<file path="config.mk">
export PLATFORM = sky130hd
export DESIGN_NAME = ks_sum_pipe
export DESIGN_NICKNAME = d
export VERILOG_FILES = /design/src/rtl/ks_pkg.sv /design/src/rtl/ks_sum_calc.sv /design/src/rtl/ks_sum_pipe.sv
export SDC_FILE = /design/constraint.sdc
export NUM_CORES = 1
export LEC_CHECK = 0
export ABC_CLOCK_PERIOD_IN_PS = 1250
export BUFFER_PORTS_ARGS = -buffer_cell sky130_fd_sc_hd__buf_2
export CORE_MARGIN = 1.5
export CORE_UTILIZATION = 45
export CTS_CLUSTER_DIAMETER = 30
export DETAILED_ROUTE_END_ITERATION = 16
export HOLD_SLACK_MARGIN = 0.12
export PLACE_DENSITY = 0.79
export SYNTH_ARGS = -nofsm -noshare
export SYNTH_HDL_FRONTEND = slang
export SYNTH_SLANG_ARGS = --single-unit
export TNS_END_PERCENT = 10
</file>
<file path="constraint.sdc">
create_clock -name i_clk -period 1.25 [get_ports i_clk]
set_input_delay 0 -clock i_clk [delete_from_list [all_inputs] [get_ports i_clk]]
set_output_delay 0 -clock i_clk [all_outputs]
set_load 0.005 [all_outputs]
</file>
<file path="src/rtl/ks_pkg.sv">
// ks_pkg: shared width, buffer-state enum and result struct (flags with KS_SUM_FLAGS_EN)
package ks_pkg;
    localparam int KS_WIDTH = 32;
    typedef enum logic [1:0] {EMPTY, ONE, FULL} buf_state_e;
    typedef struct packed {
        logic [KS_WIDTH-1:0] sum;
        logic                cout;
`ifdef KS_SUM_FLAGS_EN
        logic                zero;
        logic                neg;
        logic                ovf;
`endif
    } ks_result_t;
endpackage

</file>
<file path="src/rtl/ks_sum_calc.sv">
// ks_sum_calc: combinational Kogge-Stone sum, carry-out and optional flags (KS_SUM_FLAGS_EN)
module ks_sum_calc
    import ks_pkg::*;
(
    input  logic                i_c0,
    input  logic [KS_WIDTH-1:0] i_gk,
    input  logic [KS_WIDTH-1:0] i_p_save,
    output ks_result_t          o_res
);
    logic [KS_WIDTH-1:0] sum;
    // Carry into bit i is the group generate of bits i-1..0; c0 feeds bit 0.
    assign sum = i_p_save ^ {i_gk[KS_WIDTH-2:0], i_c0};
    always_comb begin
        o_res      = '0;
        o_res.sum  = sum;
        o_res.cout = i_gk[KS_WIDTH-1];
`ifdef KS_SUM_FLAGS_EN
        o_res.zero = (sum == '0);
        o_res.neg  = sum[KS_WIDTH-1];
        o_res.ovf  = i_gk[KS_WIDTH-2] ^ i_gk[KS_WIDTH-1];
`endif
    end
endmodule

</file>
<file path="src/rtl/ks_sum_pipe.sv">
// ks_sum_pipe: registered Kogge-Stone final sum stage with 2-entry valid/ready buffer.
// Status flag ports/storage exist only when KS_SUM_FLAGS_EN is defined.
module ks_sum_pipe
    import ks_pkg::*;
#(
    parameter int WIDTH = 32
) (
    input  logic             i_clk,
    input  logic             i_rst,
    input  logic             i_valid,
    output logic             o_ready,
    input  logic             i_c0,
    input  logic [WIDTH-1:0] i_gk,
    input  logic [WIDTH-1:0] i_p_save,
    output logic             o_valid,
    input  logic             i_ready,
    output logic [WIDTH-1:0] o_sum,
`ifdef KS_SUM_FLAGS_EN
    output logic             o_zero,
    output logic             o_neg,
    output logic             o_ovf,
`endif
    output logic             o_cout
);
    if (WIDTH != KS_WIDTH) begin : g_width_chk
        $error("ks_sum_pipe: WIDTH must be 32");
    end

    ks_result_t new_res;
    ks_result_t head_q, head_d, tail_q, tail_d;
    buf_state_e state_q, state_d;
    logic       ready_q, ready_d;
    logic       accept, drain;

    ks_sum_calc u_calc (
        .i_c0     (i_c0),
        .i_gk     (i_gk),
        .i_p_save (i_p_save),
        .o_res    (new_res)
    );

    assign accept = i_valid && ready_q;
    assign drain  = o_valid && i_ready;

    always_comb begin
        state_d = state_q;
        head_d  = head_q;
        tail_d  = tail_q;
        unique case (state_q)
            EMPTY: begin
                if (accept) begin
                    head_d  = new_res;
                    state_d = ONE;
                end
            end
            ONE: begin
                if (accept && drain) head_d = new_res;
                else if (accept) begin
                    tail_d  = new_res;
                    state_d = FULL;
                end else if (drain) state_d = EMPTY;
            end
            FULL: begin
                if (drain) begin
                    head_d  = tail_q;
                    state_d = ONE;
                end
            end
            default: state_d = EMPTY;
        endcase
        // Ready is registered off the next state so FULL->ONE reopens with no bubble.
        ready_d = (state_d != FULL);
    end

    always_ff @(posedge i_clk) begin
        if (i_rst) begin
            state_q <= EMPTY;
            ready_q <= 1'b0;
            head_q  <= '0;
            tail_q  <= '0;
        end else begin
            state_q <= state_d;
            ready_q <= ready_d;
            head_q  <= head_d;
            tail_q  <= tail_d;
        end
    end

    assign o_ready = ready_q;
    assign o_valid = (state_q != EMPTY);
    assign o_sum   = head_q.sum;
    assign o_cout  = head_q.cout;
`ifdef KS_SUM_FLAGS_EN
    assign o_zero  = head_q.zero;
    assign o_neg   = head_q.neg;
    assign o_ovf   = head_q.ovf;
`endif
endmodule

</file>
# Yosys cells after proc, flatten, opt, wreduce, memory -nomap -nowiden
# Cells that the tools add are included.
[word_totals]
register_bits = 69
in_bits = 69
word_cells = 32
[op_classes]
n_mux = 10
n_reduce_logical = 8
eq_ne = 6
bitwise_logic = 2
[ops]
columns = ["op", "n"]
rows = [
  ["$mux 33", 3],
  ["$pmux 33 s3", 1],
  ["$xor 32x32->32", 1],
  ["$mux 2", 5],
  ["$ne 2x2->1 const B", 4],
  ["$pmux 2 s3", 1],
  ["$reduce_and 4->1", 1],
  ["$logic_and 1x1->1", 3],
  ["$reduce_and 3->1", 1],
  ["$reduce_bool 3->1", 1],
  ["$eq 2x1->1 const B", 1],
  ["$eq 2x2->1 const B", 1],
  ["$logic_not 2->1", 1],
  ["$reduce_bool 2->1", 1],
  ["$not 1->1", 1],
]

# Longest topological paths before layout
# Gate-level depths: netlist of the first run.
[logic_depth]
depth_word = 7
ltp_mapped = 7
mapped_depth_nobuf = 4

# By module
# From an unflattened synthesis of the first run, not the netlist that was laid out.
[unflattened]
hier_cells = 344
hier_area_um2 = 3089.2
[modules_own_cells]
columns = ["module", "area_per_inst_um2", "cells_each", "seq_area_each_um2", "instances"]
rows = [
  ["ks_sum_pipe", 2801.4, 311, 1381.3, 1],
  ["ks_sum_calc", 287.8, 33, 0.0, 1],
]

# Worst setup path before layout of the first run
# No wires, ideal clock.
[synth_path]
path_kind = "flip-flop to flip-flop"
startpoint = "register state_q[1]"
endpoint = "register head_q, in the netlist o_sum[12]"
slack_ns = -0.114
arrival_time_ns = 1.231
setup_time_ns = 0.132
path_buffers = 3
stages_incl_launch_ff = 8
synth_period_minus_slack_ns = 1.364
t_required_ns = 1.118
cell_sequence = "dfxtp_1 -> buf_2 -> nand2b_1 -> buf_2 -> buf_1 -> nand2_1 -> o211ai_1 -> a21oi_1"
[synth_via]
elab_chain_cells = 5
elab_cells_between_ends = 12
classes_between = "5 x eq/ne; 1 x mux; 6 x reduce/logical"
[synth_rtl]
columns = ["element", "line", "source"]
rows = [
  ["start: declaration", "ks_sum_pipe.sv:31", "buf_state_e state_q, state_d;"],
  ["start signal: assignment", "ks_sum_pipe.sv:82", "state_q <= state_d;"],
  ["$reduce_bool 2->1", "ks_sum_pipe.sv:90", "assign o_valid = (state_q != EMPTY);"],
  ["$logic_and 1x1->1", "ks_sum_pipe.sv:43", "assign drain = o_valid && i_ready;"],
  ["$logic_and 1x1->1", "ks_sum_pipe.sv:57", "if (accept && drain) head_d = new_res;"],
  ["$ne 2x2->1 (no source line)", "-", ""],
  ["$reduce_and 4->1 (no source line)", "-", ""],
  ["end signal: assignment", "ks_sum_pipe.sv:79", "head_q <= '0;"],
  ["end signal: assignment", "ks_sum_pipe.sv:84", "head_q <= head_d;"],
  ["end: declaration", "ks_sum_pipe.sv:30", "ks_result_t head_q, head_d, tail_q, tail_d;"],
]
# Parallel ways exist; a longest one is shown, timed or not.
# A chain may end at the register's enable or synchronous reset.

# Final worst setup path of the first run
[layout_path]
startpoint = "register state_q[0]"
endpoint = "register tail_q[0] (netlist name)"
[layout_via]
elab_chain_cells = 5
elab_cells_between_ends = 6
classes_between = "1 x eq/ne; 1 x bitwise; 4 x reduce/logical"
[layout_rtl]
columns = ["element", "line", "source"]
rows = [
  ["$reduce_bool 2->1", "ks_sum_pipe.sv:90", ""],
  ["$logic_and 1x1->1", "ks_sum_pipe.sv:43", ""],
  ["$logic_and 1x1->1", "ks_sum_pipe.sv:57", ""],
  ["$not 1->1 (no source line)", "-", ""],
  ["$reduce_and 3->1 (no source line) (*)", "-", ""],
  ["end signal: assignment", "ks_sum_pipe.sv:85", "tail_q <= tail_d;"],
  ["end: declaration", "ks_sum_pipe.sv:30", ""],
]
# Every way passes the cells marked *; elsewhere a longest branch is shown, timed or not.

==> metrics.md, run 1 <==
| Metric | Value |
|---|---|
| Post-Syn Area per Cell | `8.96 µm²` |
| RSZ-0062 raised after global routing | `yes` |
| Final non-filler cell total | `599` |
| R2r setup slk | `-0.14 ns` |
| CORE AREA | `6490 µm²` |
| Async SR Flop Fraction | `0` |
| Combinational share of power | `0.175` |
| Fmax | `0.719 GHz` |
| Chip height | `85.8 µm` |
| Initial Util | `0.474` |
| Placed inst area | `3770 µm²` |
| Synth Register Bits | `69` |
| Critical path arrival | `1.61 ns` |
| R2r endpoint | `tail_q[0]` |
| Drt initial violations | `117` |
| Pin count of the biggest net entering global routing | `70` |
| Hold Vio Cnt, Final | `0` |
| HP Start | `i_ready` |
| Sw frac | `0.244` |
| Power Density | `1100 nW/µm²` |
| DRC viols | `0` |
| R2R cell count | `6` |
| Maximum vdd drop | `849 µV` |
| Main synth FF type | `dfxtp_1` |
| Synth warn | `0` |
| Syn nets | `413` |
| # placed instances | `511` |
| First-pass GRT wire length | `14100 µm` |
| Num CTS Buffers | `9` |
| Remaining global-route overflow | `0` |
| Setup Crit Path Kind | `flop to flop` |
| Required @ worst endpoint | `1.47 ns` |
| Post-synth top cells | `69 x dfxtp_1, 66 x nand2_1, 36 x nor2_1, 33 x a21oi_1` |
| Yosys top cell area share | `0.448` |
| Final instance area | `4820 µm²` |
| Worst skew pair latency | `0.34 ns` |
| Vias per inst | `5.21` |
| Top-count cell post-synth | `dfxtp_1` |
| Clk pwr share | `0.384` |
| Hold EP | `state_q[0]` |
| Clock Pin Slew Worst Setup and Hold Paths | `0.07 ns` |
| Unique masters post-synth | `25` |
| Routed via count | `3118` |
| Setup TNS | `-5.61 ns` |
| Clk buf depth | `2` |
| Met3 Use GR | `0.0433` |
| Flop pwr share | `0.441` |
| Net Switching | `1.29 mW` |
| Met1 global-route usage | `0.270` |
| Internal power | `4.02 mW` |
| Worst setup EP type | `flop` |
| Final HPWL DP | `4680 µm` |
| Violated checks | `negative setup slack` |
| Setup violators final | `66` |
| Initial antenna violation count | `0` |
| Relative slew slack | `0.749` |
| Worst-Margin Slew | `0.376 ns` |
| Area Overhead vs Synth | `56.6%` |
| Hold depth | `4` |
| Max-Cap Viols | `0` |
| CP Max Fanout | `7` |
| Crit start category | `flop` |
| Setup ws final | `-0.141 ns` |
| Layout cells sized above 1 | `0.341` |
| Antenna Nets Post-Route | `0` |
| GPL Wtd Cong | `0.702` |
| Mapped cell area | `3080 µm²` |
| Leakage | `1.99 nW` |
| Yosys top cell by area | `dfxtp_1` |
| CTS tree | `yes` |
| CTS HTree Levels | `3` |
| Total track usage | `0.241` |
| RR Startpoint | `state_q[0]` |
| Die width | `85.8 µm` |
| Top post-synthesis cells by area | `dfxtp_1 45%, xnor2_1 9.1%, a211oi_2 8.1%` |
| Sequential-to-total area share from yosys stat | `0.448` |
| Clk sinks | `69` |
| # IOs | `104` |
| Die area | `7350 µm²` |
| Slew Viols, Final | `0` |
| Post-route minimum period | `1.39 ns` |
| Wirelength, routed | `8780 µm` |
| Met2 Usage GRT | `0.445` |
| Row count | `29` |
| Setup Skew | `0.00603 ns` |
| # diodes | `0` |
| Period Utilization, post-route | `1.11` |
| Final layout net count | `586` |
| EDFF count, synth | `0` |
| Gr busiest metal | `met2` |
| Status | `finished with violations` |
| HP Class | `primary input to flop` |
| Routed length per placed instance | `14.7 µm` |
| Detailed Routing Iterations Pass 1 | `4` |
| Total design power | `5.31 mW` |
| CTS Root Buffer Type | `clkbuf_8` |
| # port buffers | `103` |
| Via count of the first global-routing pass | `3124` |
| Worst slack at placement | `-0.223 ns` |
| Syn Inst Count | `344` |
[power by group through the flow]
stage	Combinational, mW	Sequential (mW)	Clock [mW]
2_1_floorplan	0.420	2.39	0
5_1_grt	1.02	2.35	2.18
6_report	0.931	2.34	2.04
3_3_place_gp	0.704	2.38	0
3_5_place_dp	0.730	2.39	0
4_1_cts	0.905	2.34	2.07
[area by class of cell]
cell class / instances / area [µm²]
clock inverters: 4 / 70.1
repair buffers: 191 / 1510
multi-input cells: 246 / 1610
flip-flops and latches: 69 / 1380
well taps: 77 / 96.3
clock buffers: 12 / 155
fillers: 460 / 1670
[kinds of logic (layout without fill, tap and decap cells)]
| group | after synthesis | in the layout | synth area share |
|---|---|---|---|
| XOR/XNOR | 32 | 32 | 0.0909 |
| AO/OA/AOI/OAI | 102 | 102 | 0.259 |
| flip-flops | 69 | 69 | 0.448 |
| multiplexers | 3 | 3 | 0.00974 |
| AND/OR/NAND/NOR | 109 | 109 | 0.144 |
| buffers and inverters | 29 | 207 | 0.0475 |
[routing by layer]
layer	vias up	wire length, µm
met4	0	196
met1	1453	3600
li1	1539	-
met5	-	0
met3	21	437
met2	105	4550
[cells in the final DEF, fill, tap and decap left out, drive strengths merged]
| cell | count |
|---|---|
| o22a | 1 |
| nand4b | 1 |
| dfxtp | 69 |
| nor2 | 36 |
| nor2b | 2 |
| nor3b | 1 |
| dlygate4sd3 | 67 |
| nand2 | 66 |
| o21a | 1 |
| bufinv | 2 |
| o31ai | 1 |
| a211oi | 33 |
| a21oi | 33 |
| o211ai | 32 |
| or2 | 1 |
| nand2b | 1 |
| buf | 122 |
| o31a | 1 |
| nand3b | 1 |
| mux2i | 3 |
| clkinv | 2 |
| xnor2 | 32 |
| clkbuf | 14 |
[flip-flops by register name (all words and copies together) (netlist names)]
signal	cells
o_sum	32
o_ready	1
state_q	2
o_cout	1
tail_q	33
[metrics by stage]
| stage | hold WS, ns | utilization |
|---|---|---|
| after floorplan | 0.124 | - |
| after global placement | 0.264 | 0.580 |
| after detailed placement | 0.269 | 0.580 |
| after CTS | -0.0264 | 0.734 |
| after global routing | 0.176 | 0.743 |
| final | 0.150 | 0.743 |
[worst max-delay path: stages (launching register included)]
cell and delay (ns):
dfxtp_2 0.33, nor2b_4 0.19, nor3b_4 0.21, buf_6 0.19, buf_12 0.13, mux2i_1 0.17, nor2_1 0.05
[worst max-delay path by stage]
stage / startpoint / endpoint / cells past startpoint
CTS: state_q[0] / tail_q[31] / 6
floorplan: state_q[0] / tail_q[10] / 6
global route: state_q[0] / tail_q[0] / 6
global placement: state_q[0] / tail_q[0] / 5
detailed placement: state_q[0] / tail_q[29] / 5
finish: state_q[0] / tail_q[0] / 6
[repair_timing]
| action | CTS | global route |
|---|---|---|
| endpoints found under the setup margin | 66 | 69 |
| hold buffers | 65 | 2 |
| endpoints found under the hold margin | 38 | 2 |
| pin swaps | 27 | 9 |
| cloned | 2 | 2 |
| gates resized for setup | 14 | 5 |
| buffers inserted | 2 | 1 |
Power figures use the tool's default switching activity.
==> run 2: changes to the inputs <==
--- a/config.mk
+++ b/config.mk
@@ -13,6 +13,7 @@
 export DETAILED_ROUTE_END_ITERATION = 16
 export HOLD_SLACK_MARGIN = 0.12
 export PLACE_DENSITY = 0.79
+export RECOVER_POWER = 25
 export SYNTH_ARGS = -nofsm -noshare
 export SYNTH_HDL_FRONTEND = slang
 export SYNTH_SLANG_ARGS = --single-unit
==> run 2 against run 1 <==
Against the previous run: total power is 0.11% lower; clock power barely moved; the run still ends with negative setup slack left; critical path type unchanged; utilization is 0.077 points lower; sequential cell count stayed put; first-iteration DRC count did not move; design area down 0.10%; largest cell class unchanged.
==> metrics.md, run 2 (synthesis results as in run 1) <==
| Metric | Value |
|---|---|
| Worst path bufs/invs | `2 (unchanged)` |
| # diodes | `0 (unchanged)` |
| Num CTS Buffers | `9 (unchanged)` |
| Total track usage | `0.241 (unchanged)` |
| CP Max Fanout | `7 (unchanged)` |
| Setup violators final | `66 (unchanged)` |
| Setup ws final | `-0.142 ns (-0.00136 ns)` |
| Critical path arrival | `1.61 ns (about the same)` |
| Number of fill cells in the layout | `462 (+0.43%)` |
| Final non-filler cell total | `599 (unchanged)` |
| Remaining global-route overflow | `0 (unchanged)` |
| Clk sinks | `69 (unchanged)` |
| Setup Crit Path Kind | `flop to flop` |
| First-pass GRT wire length | `14100 µm (unchanged)` |
| Most frequent cells in the layout | `99 x buf_2, 67 x dlygate4sd3_1, 67 x dfxtp_1, 65 x nand2_1` |
| Total design power | `5.30 mW (-0.11%)` |
| Number of flip-flops in the largest register | `33 (unchanged)` |
| Routed length per placed instance | `14.7 µm (+0.13%)` |
| Family with the most delay on the worst path | `simple AND/OR/NAND/NOR gates` |
| Leakage | `1.97 nW (-0.83%)` |
| # placed instances | `511 (unchanged)` |
| Die area | `7350 µm² (unchanged)` |
| Vias per inst | `5.20 (-0.16%)` |
| Max-Cap Viols | `0 (unchanged)` |
| Setup Skew | `0.00613 ns (+0.000104 ns)` |
| CTS tree | `yes` |
| Final HPWL DP | `4680 µm (unchanged)` |
| Initial Util | `0.474 (unchanged)` |
| Pin count of the biggest net entering global routing | `70 (unchanged)` |
| Clk buf depth | `2 (unchanged)` |
| Chip height | `85.8 µm (unchanged)` |
| Die width | `85.8 µm (unchanged)` |
| Required @ worst endpoint | `1.46 ns (about the same)` |
| Power Density | `1100 nW/µm² (about the same)` |
| # IOs | `104 (unchanged)` |
| Crit path max-delay cell type | `dfxtp_2` |
| Largest register by flop count | `tail_q` |
| Area Overhead vs Synth | `56.4%` |
| Via count of the first global-routing pass | `3124 (unchanged)` |
| Initial antenna violation count | `0 (unchanged)` |
| Critical-path cell list | `nor2b_4 > nor3b_4 > buf_6 > buf_12 > mux2i_1 > nor2_1` |
| Status | `finished with violations` |
| Final layout net count | `586 (unchanged)` |
| Relative slew slack | `0.749 (about the same)` |
| Fmax | `0.718 GHz (about the same)` |
| Commonest non-fill, non-tap cell in the layout | `buf_2` |
| CTS HTree Levels | `3 (unchanged)` |
| Post-route minimum period | `1.39 ns (+0.00136 ns)` |
| Slew Viols, Final | `0 (unchanged)` |
| Wirelength, routed | `8790 µm (+0.13%)` |
| # port buffers | `103 (unchanged)` |
| Drt initial violations | `117 (unchanged)` |
| Hold Vio Cnt, Final | `0 (unchanged)` |
| Antenna Nets Post-Route | `0 (unchanged)` |
| Layout cells sized above 1 | `0.333 (-0.00766)` |
| Period Utilization, post-route | `1.11 (about the same)` |
| Violated checks | `negative setup slack` |
| Worst-Margin Slew | `0.377 ns (+0.000664 ns)` |
| Final Util | `0.742 (-0.000770)` |
| Crit-path max cell delay | `0.33 ns (about the same)` |
| Routed via count | `3113 (-0.16%)` |
| DRC viols | `0 (unchanged)` |
| Worst skew pair latency | `0.33 ns (about the same)` |
| Worst setup EP type | `flop` |
| RSZ-0062 raised after global routing | `yes` |
| Maximum vdd drop | `845 µV (-0.36%)` |
| CORE AREA | `6490 µm² (unchanged)` |
| CTS Root Buffer Type | `clkbuf_8` |
| Clock Pin Slew Worst Setup and Hold Paths | `0.07 ns (about the same)` |
| Detailed Routing Iterations Pass 1 | `4 (unchanged)` |
| GPL Wtd Cong | `0.702 (unchanged)` |
| Row count | `29 (unchanged)` |
| HP Class | `primary input to flop` |
| Crit start category | `flop` |
-- run 2: cell types whose count changed in the layout (fill, tap and decap cells not counted), sizes merged --
cell,delta
clkbuf,+4
buf,-4
-- run 2: area by class of cell --
cell class                 instances  area (µm²)  share of cell area
tap                               77        96.3              0.0200
timing repair buffer             191        1510               0.312
sequential                        69        1380               0.287
clock buffer                      12         155              0.0322
multi-input combinational        246        1610               0.334
clock inverter                     4        70.1              0.0145
-- run 2: layer usage --
| metal | GRT usage | wire (µm) | part of all wire | vias up |
|---|---|---|---|---|
| met4 | 0.103 | 196 | 0.022 | 0 |
| met5 | 0 | 0 | 0 | - |
| li1 | - | - | - | 1537 |
| met2 | 0.445 | 4520 | 0.51 | 101 |
| met1 | 0.270 | 3660 | 0.42 | 1454 |
| met3 | 0.0433 | 416 | 0.047 | 21 |
-- run 2: report_power, final --
group | switching (mW) | leakage, nW | total (mW) | internal [mW]
Clock | 0.808 | 0.116 | 2.04 | 1.23
Sequential | 0.0478 | 0.562 | 2.34 | 2.29
Combinational | 0.434 | 1.30 | 0.930 | 0.496
Total | 1.29 | 1.97 | 5.30 | 4.01
-- run 2: worst register-to-register path, delay by kind of cell, from the launching register on --
family	cells	cell delay, ns
buffers and inverters	2	0.32
flip-flops	1	0.33
multiplexers	1	0.18
AND/OR/NAND/NOR	3	0.45
-- run 2: metrics by stage --
step	instance area [µm²]	TNS, ns	setup WS (ns)	hold slack, ns
detailed placement	3770	-7.93	-0.223	0.269
CTS	4770	-5.80	-0.165	-0.0264
global route	4820	-10.58	-0.214	0.176
global placement	3770	-4.39	-0.136	0.264
finish	4820	-5.65	-0.142	0.148
floorplan	3110	-1.10	-0.0443	0.124
-- run 2: final timing paths --
kind | end | slack (ns) | from | cells past startpoint
worst min-delay path | state_q[0] | 0.15 | i_ready | 4
worst max-delay path | tail_q[0] | -0.14 | state_q[0] | 6
worst min register to register | o_sum[8] | 0.45 | o_sum[8] | 2
worst max register to register | tail_q[0] | -0.14 | state_q[0] | 6
-- run 2: what timing repair did --
item                                   CTS  global route
buffers inserted                         2             1
pin swaps                               27             9
endpoints found under the hold margin   38             2
setup endpoints to repair               66            69
resized for setup                       14             5
cloned                                   2             2
hold buffers                            65             2
==> run 3: changes to the inputs <==
--- a/config.mk
+++ b/config.mk
@@ -13,7 +13,7 @@
 export DETAILED_ROUTE_END_ITERATION = 16
 export HOLD_SLACK_MARGIN = 0.12
 export PLACE_DENSITY = 0.79
-export RECOVER_POWER = 25
+export RECOVER_POWER = 100
 export SYNTH_ARGS = -nofsm -noshare
 export SYNTH_HDL_FRONTEND = slang
 export SYNTH_SLANG_ARGS = --single-unit
==> run 3 against run 2 <==
Against the previous run: design area shrank 0.42%; the run still ends with negative setup slack left; global-route usage is the same; setup slack better by 0.00082 ns; largest power group unchanged; utilization fell by 0.31 points; via count shrank 0.22%; non-clock buffer count unchanged; cell count did not move; sequential power hardly changed.
==> metrics.md, run 3 (synthesis results as in run 1) <==
| Metric | Value |
|---|---|
| RSZ-0062 raised after global routing | `yes` |
| Clk pwr share | `0.384 (about the same)` |
| Initial antenna violation count | `0 (unchanged)` |
| # diodes | `0 (unchanged)` |
| Worst path bufs/invs | `2 (unchanged)` |
| Chip height | `85.8 µm (unchanged)` |
| CORE AREA | `6490 µm² (unchanged)` |
| Row count | `29 (unchanged)` |
| Leakage | `1.91 nW (-3.4%)` |
| DRC viols | `0 (unchanged)` |
| GPL Wtd Cong | `0.702 (unchanged)` |
| Die area | `7350 µm² (unchanged)` |
| Setup ws final | `-0.141 ns (+0.000825 ns)` |
| Routed via count | `3106 (-0.22%)` |
| Total track usage | `0.241 (unchanged)` |
| Status | `finished with violations` |
| Relative slew slack | `0.753 (+0.00433)` |
| R2r endpoint | `tail_q[0]` |
| Worst skew pair latency | `0.33 ns (about the same)` |
| Maximum vdd drop | `844 µV (-0.22%)` |
| Period Utilization, post-route | `1.11 (about the same)` |
| Number of flip-flops in the largest register | `33 (unchanged)` |
| Max-Cap Viols | `0 (unchanged)` |
| HP Class | `primary input to flop` |
| Slew Viols, Final | `0 (unchanged)` |
| Pin count of the biggest net entering global routing | `70 (unchanged)` |
| Setup TNS | `-5.62 ns (+0.0367 ns)` |
| Commonest non-fill, non-tap cell in the layout | `buf_2` |
| Layout cells sized above 1 | `0.303 (-0.0307)` |
| CP Max Fanout | `7 (unchanged)` |
| Critical path arrival | `1.61 ns (about the same)` |
| Largest register by flop count | `tail_q` |
| # placed instances | `511 (unchanged)` |
| Final Util | `0.739 (-0.00308)` |
| Crit path max-delay cell type | `dfxtp_2` |
| Required @ worst endpoint | `1.46 ns (about the same)` |
| First-pass GRT wire length | `14100 µm (unchanged)` |
| Final HPWL DP | `4680 µm (unchanged)` |
| Final layout net count | `586 (unchanged)` |
| Violated checks | `negative setup slack` |
| HP Start | `i_ready` |
| Final instance area | `4800 µm² (-0.42%)` |
| Internal power | `4.01 mW (-0.20%)` |
| Family with the most delay on the worst path | `simple AND/OR/NAND/NOR gates` |
| Sw frac | `0.243 (-0.000341)` |
| Wirelength, routed | `8770 µm (-0.31%)` |
| Hold Vio Cnt, Final | `0 (unchanged)` |
| Combinational share of power | `0.174 (about the same)` |
| Flop pwr share | `0.442 (about the same)` |
| Hold EP | `state_q[0]` |
| # IOs | `104 (unchanged)` |
| Setup Skew | `0.00697 ns (+0.000835 ns)` |
| Drt initial violations | `113 (-3.4%)` |
| Fmax | `0.719 GHz (about the same)` |
| Remaining global-route overflow | `0 (unchanged)` |
| Detailed Routing Iterations Pass 1 | `4 (unchanged)` |
| Clk buf depth | `2 (unchanged)` |
| Setup Crit Path Kind | `flop to flop` |
| Crit-path max cell delay | `0.33 ns (about the same)` |
| Area Overhead vs Synth | `55.7%` |
| Final non-filler cell total | `599 (unchanged)` |
| Via count of the first global-routing pass | `3124 (unchanged)` |
| CTS Root Buffer Type | `clkbuf_8` |
| CTS HTree Levels | `3 (unchanged)` |
| Die width | `85.8 µm (unchanged)` |
| Vias per inst | `5.19 (-0.22%)` |
| Critical-path cell list | `nor2b_4 > nor3b_4 > buf_6 > buf_12 > mux2i_1 > nor2_1` |
| Initial Util | `0.474 (unchanged)` |
| Net Switching | `1.28 mW (-0.39%)` |
| Power Density | `1100 nW/µm² (+0.17%)` |
| Worst setup EP type | `flop` |
| Setup violators final | `66 (unchanged)` |
| RR Startpoint | `state_q[0]` |
| Routed length per placed instance | `14.6 µm (-0.31%)` |
| R2r setup slk | `-0.14 ns (about the same)` |
| CTS tree | `yes` |
| # port buffers | `103 (unchanged)` |
| Antenna Nets Post-Route | `0 (unchanged)` |
| Post-route minimum period | `1.39 ns (-0.000825 ns)` |
| Most frequent cells in the layout | `83 x buf_2, 67 x dlygate4sd3_1, 67 x dfxtp_1, 65 x nand2_1` |
| Clock Pin Slew Worst Setup and Hold Paths | `0.07 ns (about the same)` |
| Worst-Margin Slew | `0.370 ns (-0.00650 ns)` |
| Hold depth | `4 (unchanged)` |
| Placed inst area | `3770 µm² (unchanged)` |
| Clk sinks | `69 (unchanged)` |
| Num CTS Buffers | `9 (unchanged)` |
| R2R cell count | `6 (unchanged)` |
| Crit start category | `flop` |
==> run 3: worst min-delay path, delay by kind of cell <==
family                 cells  cell delay (ns)
multiplexers               1             0.14
AND/OR/NAND/NOR            1             0.03
AO/OA/AOI/OAI              1             0.14
buffers and inverters      1             0.14
==> run 3: worst max path at each step <==
stage	start	slack, ns	cells past startpoint	endpoint
after floorplan	state_q[0]	-0.04	6	tail_q[10]
after global placement	state_q[0]	-0.14	5	tail_q[0]
after detailed placement	state_q[0]	-0.22	5	tail_q[29]
after CTS	state_q[0]	-0.17	6	tail_q[31]
after global routing	state_q[0]	-0.21	6	tail_q[0]
final	state_q[0]	-0.14	6	tail_q[0]
==> run 3: area by class of cell <==
| type | count | area (µm²) |
|---|---|---|
| Fill cell | 471 | 1700 |
| Clock inverter | 4 | 70.1 |
| Tap cell | 77 | 96.3 |
| Timing Repair Buffer | 191 | 1490 |
| Multi-Input combinational cell | 246 | 1610 |
| Sequential cell | 69 | 1380 |
| Clock buffer | 12 | 155 |
==> run 3: repair_timing <==
action | in CTS | in global routing
pin swaps | 27 | 9
buffers inserted | 2 | 1
endpoints found under the setup margin | 66 | 69
gates cloned | 2 | 2
gates resized for setup | 14 | 5
hold endpoints to repair | 38 | 2
hold buffers | 65 | 2
==> run 3: power groups by stage <==
| stage | sequential [mW] | combinational (mW) | clock, mW |
|---|---|---|---|
| after global routing | 2.35 | 1.01 | 2.18 |
| final | 2.34 | 0.921 | 2.03 |
| after global placement | 2.38 | 0.704 | 0 |
| after CTS | 2.34 | 0.905 | 2.07 |
| after floorplan | 2.39 | 0.420 | 0 |
| after detailed placement | 2.39 | 0.730 | 0 |
==> run 3: per-layer routing <==
metal / wire (µm) / up-vias / global-route usage
met1: 3600 / 1431 / 0.270
met3: 459 / 21 / 0.0433
li1: - / 1541 / -
met2: 4510 / 113 / 0.445
met4: 196 / 0 / 0.103
met5: 0 / - / 0
==> run 3: metrics by stage <==
stage	hold slack (ns)	total power, mW	worst slack (ns)
floorplan	0.124	2.81	-0.0443
global placement	0.264	3.09	-0.136
detailed placement	0.269	3.12	-0.223
CTS	-0.0264	5.31	-0.165
global route	0.176	5.53	-0.214
finish	0.153	5.29	-0.141
